### src/rtl/comparator_4bit_dataflow.sv
// -----------------------------------------------------------------------------
// comparator_4bit_dataflow
//
// Registered 4-bit unsigned magnitude comparator with saturating result counters.
// The compare itself is pure dataflow: one XNOR per bit position, and the
// "greater than" term is resolved from the MSB downward. A strobed sample loads
// the one-hot result into flops, and the counter for that result is bumped.
//
// Ports
//   clk                 sole clock, rising edge
//   rst                 asynchronous, active-high reset
//   en                  sample strobe; high = compare and register this cycle
//   a3..a0              operand A, a3 is the MSB (unsigned 0..15)
//   b3..b0              operand B, b3 is the MSB (unsigned 0..15)
//   x                   registered A > B
//   y                   registered A == B
//   z                   registered A < B
//   valid               high once x/y/z hold a sampled result
//   gt_cnt/eq_cnt/lt_cnt  saturating (255) counts of sampled GT/EQ/LT results
// -----------------------------------------------------------------------------
module comparator_4bit_dataflow (
   input  logic       clk,
   input  logic       rst,
   input  logic       en,
   input  logic       a3,
   input  logic       a2,
   input  logic       a1,
   input  logic       a0,
   input  logic       b3,
   input  logic       b2,
   input  logic       b1,
   input  logic       b0,
   output logic       x,
   output logic       y,
   output logic       z,
   output logic       valid,
   output logic [7:0] gt_cnt,
   output logic [7:0] eq_cnt,
   output logic [7:0] lt_cnt
);

   // Per-bit equality: ei is high when ai and bi agree.
   logic e3, e2, e1, e0;
   logic gt, eq, lt;

   assign e3 = ~(a3 ^ b3);
   assign e2 = ~(a2 ^ b2);
   assign e1 = ~(a1 ^ b1);
   assign e0 = ~(a0 ^ b0);

   assign eq = e3 & e2 & e1 & e0;

   // A wins at the highest bit where the operands differ; every term is gated
   // by equality of all more-significant bits.
   assign gt = (a3 & ~b3)
             | (e3 & a2 & ~b2)
             | (e3 & e2 & a1 & ~b1)
             | (e3 & e2 & e1 & a0 & ~b0);

   // Exactly one of gt/eq/lt holds, so lt needs no magnitude logic of its own.
   assign lt = ~gt & ~eq;

   // NOTE: state is updated with non-blocking assignments so every flop samples
   // the pre-edge values; blocking here would create order-dependent races.
   always_ff @(posedge clk or posedge rst) begin
      if (rst) begin
         x      <= 1'b0;
         y      <= 1'b0;
         z      <= 1'b0;
         valid  <= 1'b0;
         gt_cnt <= 8'd0;
         eq_cnt <= 8'd0;
         lt_cnt <= 8'd0;
      end else if (en) begin
         x     <= gt;
         y     <= eq;
         z     <= lt;
         valid <= 1'b1;
         // Counters stop at all-ones instead of wrapping back to zero.
         if (gt && (gt_cnt != 8'hff)) gt_cnt <= gt_cnt + 8'd1;
         if (eq && (eq_cnt != 8'hff)) eq_cnt <= eq_cnt + 8'd1;
         if (lt && (lt_cnt != 8'hff)) lt_cnt <= lt_cnt + 8'd1;
      end
   end

endmodule

### config.mk
export PLATFORM = sky130hd
export DESIGN_NAME = comparator_4bit_dataflow
export DESIGN_NICKNAME = d
export VERILOG_FILES = /design/src/rtl/comparator_4bit_dataflow.sv
export SDC_FILE = /design/constraint.sdc
export NUM_CORES = 1
export LEC_CHECK = 0
export CORE_ASPECT_RATIO = 1.2
export CORE_UTILIZATION = 43
export CTS_CLUSTER_DIAMETER = 30
export DETAILED_ROUTE_END_ITERATION = 10
export PLACE_DENSITY = 0.75
export SETUP_SLACK_MARGIN = 0.15
export SLEW_MARGIN = 20
export SYNTH_ARGS = -nofsm -noshare
export SYNTH_HDL_FRONTEND = slang
export SYNTH_SLANG_ARGS = --single-unit
### constraint.sdc
create_clock -name clk -period 1.55 [get_ports clk]
set_clock_uncertainty 0.1 [all_clocks]
set_input_delay 0.155 -clock clk [delete_from_list [all_inputs] [get_ports clk]]
set_output_delay 0.155 -clock clk [all_outputs]
set_load 0.01 [all_outputs]
==> flow_summary.yaml <==
sta:
  setup_violations: 8
  min_tclk_post_route_ns: 1.67
  unrepaired_setup_endpoints_after_global_routing: "true"
  hold_viol_final: 0
  finalMaxSlewViolations: 0
  hold_slack_ns: 0.135
  relSlewSlack_pct: 75.5
  min_period_over_period_pct: 108
  tightestPinTransition_ns: 0.367
  final_critical_path_setup_slack_ns: -0.117
  timing.fmax_mhz: 600
grt:
  first_global_vias: 1297
  antenna_violations_before_repair: 0
  grt_first_pass_wirelength_mm: 6.18
  grt_start_max_net_pins: 29
  global_route.usage.total_pct: 21.7
  gr-total-overflow: 0
synth:
  synth_common_cells: "28 x sky130_fd_sc_hd__dfrtp_1, 15 x sky130_fd_sc_hd__xor2_1, 11 x sky130_fd_sc_hd__nand3_1"
  synth_area_leader_cell: "sky130_fd_sc_hd__dfrtp_1"
  synth.net_count: 144
  synthesis.area_um2: 1500
  ys_ff_latch: 28
  synth.lib_cells_used.distinct: 38
  seq_area_frac_synth_pct: 46.7
  netlist_top_cells_area: "sky130_fd_sc_hd__dfrtp_1 47%, sky130_fd_sc_hd__xor2_1 8.8%, sky130_fd_sc_hd__nand3_1 3.7%, sky130_fd_sc_hd__xnor2_1 3.5%, sky130_fd_sc_hd__ha_1 3.3%"
  yosys.area.top_type_share_pct: 46.7
  synth.yosys.warnings: 0
  synth-main-ff-cell: "sky130_fd_sc_hd__dfrtp_1"
  leading_cell_type_by_number_of_instances_after_synthesis: "sky130_fd_sc_hd__dfrtp_1"
  synth-edff-count: 0
  asyncSetResetFlopFracSynth_pct: 100
  synth_area_per_cell_um2: 11.6
  synthCells: 129
route:
  drcViolationCount: 0
  route.detailed.wl_per_inst_um: 15.4
  drt_wl_total_mm: 3.90
  vias_per_cell: 5.15
  number_of_nets_still_failing_antenna_checks_after_routing: 0
  drt_first_iter_violations: 32
  dr.pass1.iters: 4
  vias: 1309
floorplanning:
  core_region_area_um2: 3340
  initial_utilization_pct: 44.9
  rows: 23
  floorplan_die_area_um2: 3730
  number_of_top_level_pins: 39
  chipHeight_um: 66.7
  die_x_um: 55.9
run_status:
  run_status: "finished with violations"
  failed_checks: "setup timing"
cts:
  ctsHtreeMaxLevel: 1
  clk_root_buffer_cell: "sky130_fd_sc_hd__clkbuf_8"
  tritoncts: "built"
  cts_hold_repair.buffers: 0
  cts_buffers: 3
  insertion_delay_ns: 0.28
  clkSlewWorstSetupHoldPaths_ns: 0.10
  ctsLongestPathBuffers: 2
  cts.sinks: 28
setup_path:
  crit_required_ns: 1.62
  critical_path_arrival_ns: 1.73
  timing.critical_path.fanout_max: 7
  cp-end-kind: "register"
  startpoint_type: "register"
  critical_path_class: "reg2reg"
hold_path:
  min_path_type: "in2async"
placement:
  gp_routability_congestion: 0.780
  dp.final_hpwl_mm: 2.61
  dp_worst_setup_slack_ns: -0.713
  placed_cells: 235
  place.port_buffers: 38
finish:
  post_route_cells_drive_above_1_share_pct: 47.5
  post-route-util_pct: 75.4
  layout.nets: 233
  area_delta_synth_final_pct: 67.9
  layoutNonFillerInstCount: 254
  n_antenna_cell: 0
pwr:
  power.static_leakage_nw: 1.25
  powerDensity_nw_per_um2: 1260
  power_mw: 3.18
  irDropWorstVdd_uv: 955
flow_run:
  drv.max_cap_violation_count: 0
[flip-flops by register name, summed over array words and instances (netlist names)]
signal / flops
eq_cnt: 8
gt_cnt: 8
lt_cnt: 8
valid: 1
x: 1
y: 1
z: 1
[power by group]
part	leakage, nW	switching [mW]	internal [mW]
sequential	0.356	0.114	0.919
clock	0.0357	0.236	0.346
combinational	0.862	0.727	0.834
total	1.25	1.08	2.10
[through the flow]
step	area, um2	setup TNS (ns)
6_report	2520	-0.347
3_3_place_gp	2260	-13.81
5_1_grt	2520	-1.25
2_1_floorplan	1600	-0.633
4_1_cts	2410	-0.155
3_5_place_dp	2260	-14.86
[cells by family (layout without fill, tap and decap cells)]
group,Yosys count,count (layout),share of synthesized area (%)
AOI/OAI and AO/OA,9,9,6.59
xor gates and xnor gates,23,23,14.4
adders and majority gates,4,4,3.34
buffers and inverters,10,98,2.59
DFF,28,28,46.7
muxes,4,4,3.25
and+or+nand+nor,51,51,23.0
[metal layers]
metal / global-route usage [%] / vias up / part of all wire (%)
met5: 0 / - / 0
met1: 24.6 / 651 / 37
met4: 9.45 / 0 / 1.8
met3: 3.11 / 6 / 4.1
met2: 40.7 / 31 / 57
li1: - / 621 / -
[final cells by class]
class	instances	area, um2
repair buffers	85	711
multi-input cells	91	942
inverters	9	43.8
fillers	238	821
clock buffers	3	41.3
flip-flops and latches	28	703
clock inverters	1	30.0
well taps	37	46.3
[cells in the final DEF, fill, tap and decap left out, types with 3 or more instances in the layout]
cell	Yosys	layout
sky130_fd_sc_hd__clkbuf_8	0	3
sky130_fd_sc_hd__buf_4	0	41
sky130_fd_sc_hd__nor2_1	8	3
sky130_fd_sc_hd__clkbuf_2	0	3
sky130_fd_sc_hd__o21ai_0	3	3
sky130_fd_sc_hd__nor3_4	0	3
sky130_fd_sc_hd__dfrtp_1	28	26
sky130_fd_sc_hd__nor2_4	0	3
sky130_fd_sc_hd__xnor2_2	2	3
sky130_fd_sc_hd__mux2_4	1	3
sky130_fd_sc_hd__inv_1	9	7
sky130_fd_sc_hd__clkdlybuf4s15_1	0	6
sky130_fd_sc_hd__nand3_1	11	9
sky130_fd_sc_hd__xnor2_1	6	5
sky130_fd_sc_hd__nand2_1	7	6
sky130_fd_sc_hd__nand4_1	3	3
sky130_fd_sc_hd__ha_2	0	3
sky130_fd_sc_hd__buf_6	0	7
sky130_fd_sc_hd__dlygate4sd2_1	0	23
sky130_fd_sc_hd__xor2_1	15	15
[worst paths after layout]
path                            from         to  slack, ns  cells past startpoint
max in group asynchronous        rst  eq_cnt[2]       0.91                      3
min reg2reg                    valid      valid       0.37                      1
max reg2reg                lt_cnt[1]  lt_cnt[1]      -0.12                      5
min in group clk                  a3          x       0.32                      6
max                        lt_cnt[1]  lt_cnt[1]      -0.12                      5
min                              rst  gt_cnt[6]       0.14                      3
[critical path, stage by stage, from the launching register on]
cell                      delay (ns)
sky130_fd_sc_hd__dfrtp_1        0.37
sky130_fd_sc_hd__ha_2           0.19
sky130_fd_sc_hd__nand3_1        0.07
sky130_fd_sc_hd__or3_4          0.34
sky130_fd_sc_hd__nand4_4        0.16
sky130_fd_sc_hd__mux2_4         0.33
[what timing repair did]
action	CTS	global route
endpoints found under the setup margin	55	31
pin swaps	21	21
setup buffers	8	7
gates resized for setup	64	23
(Power assumes the default switching activity.)
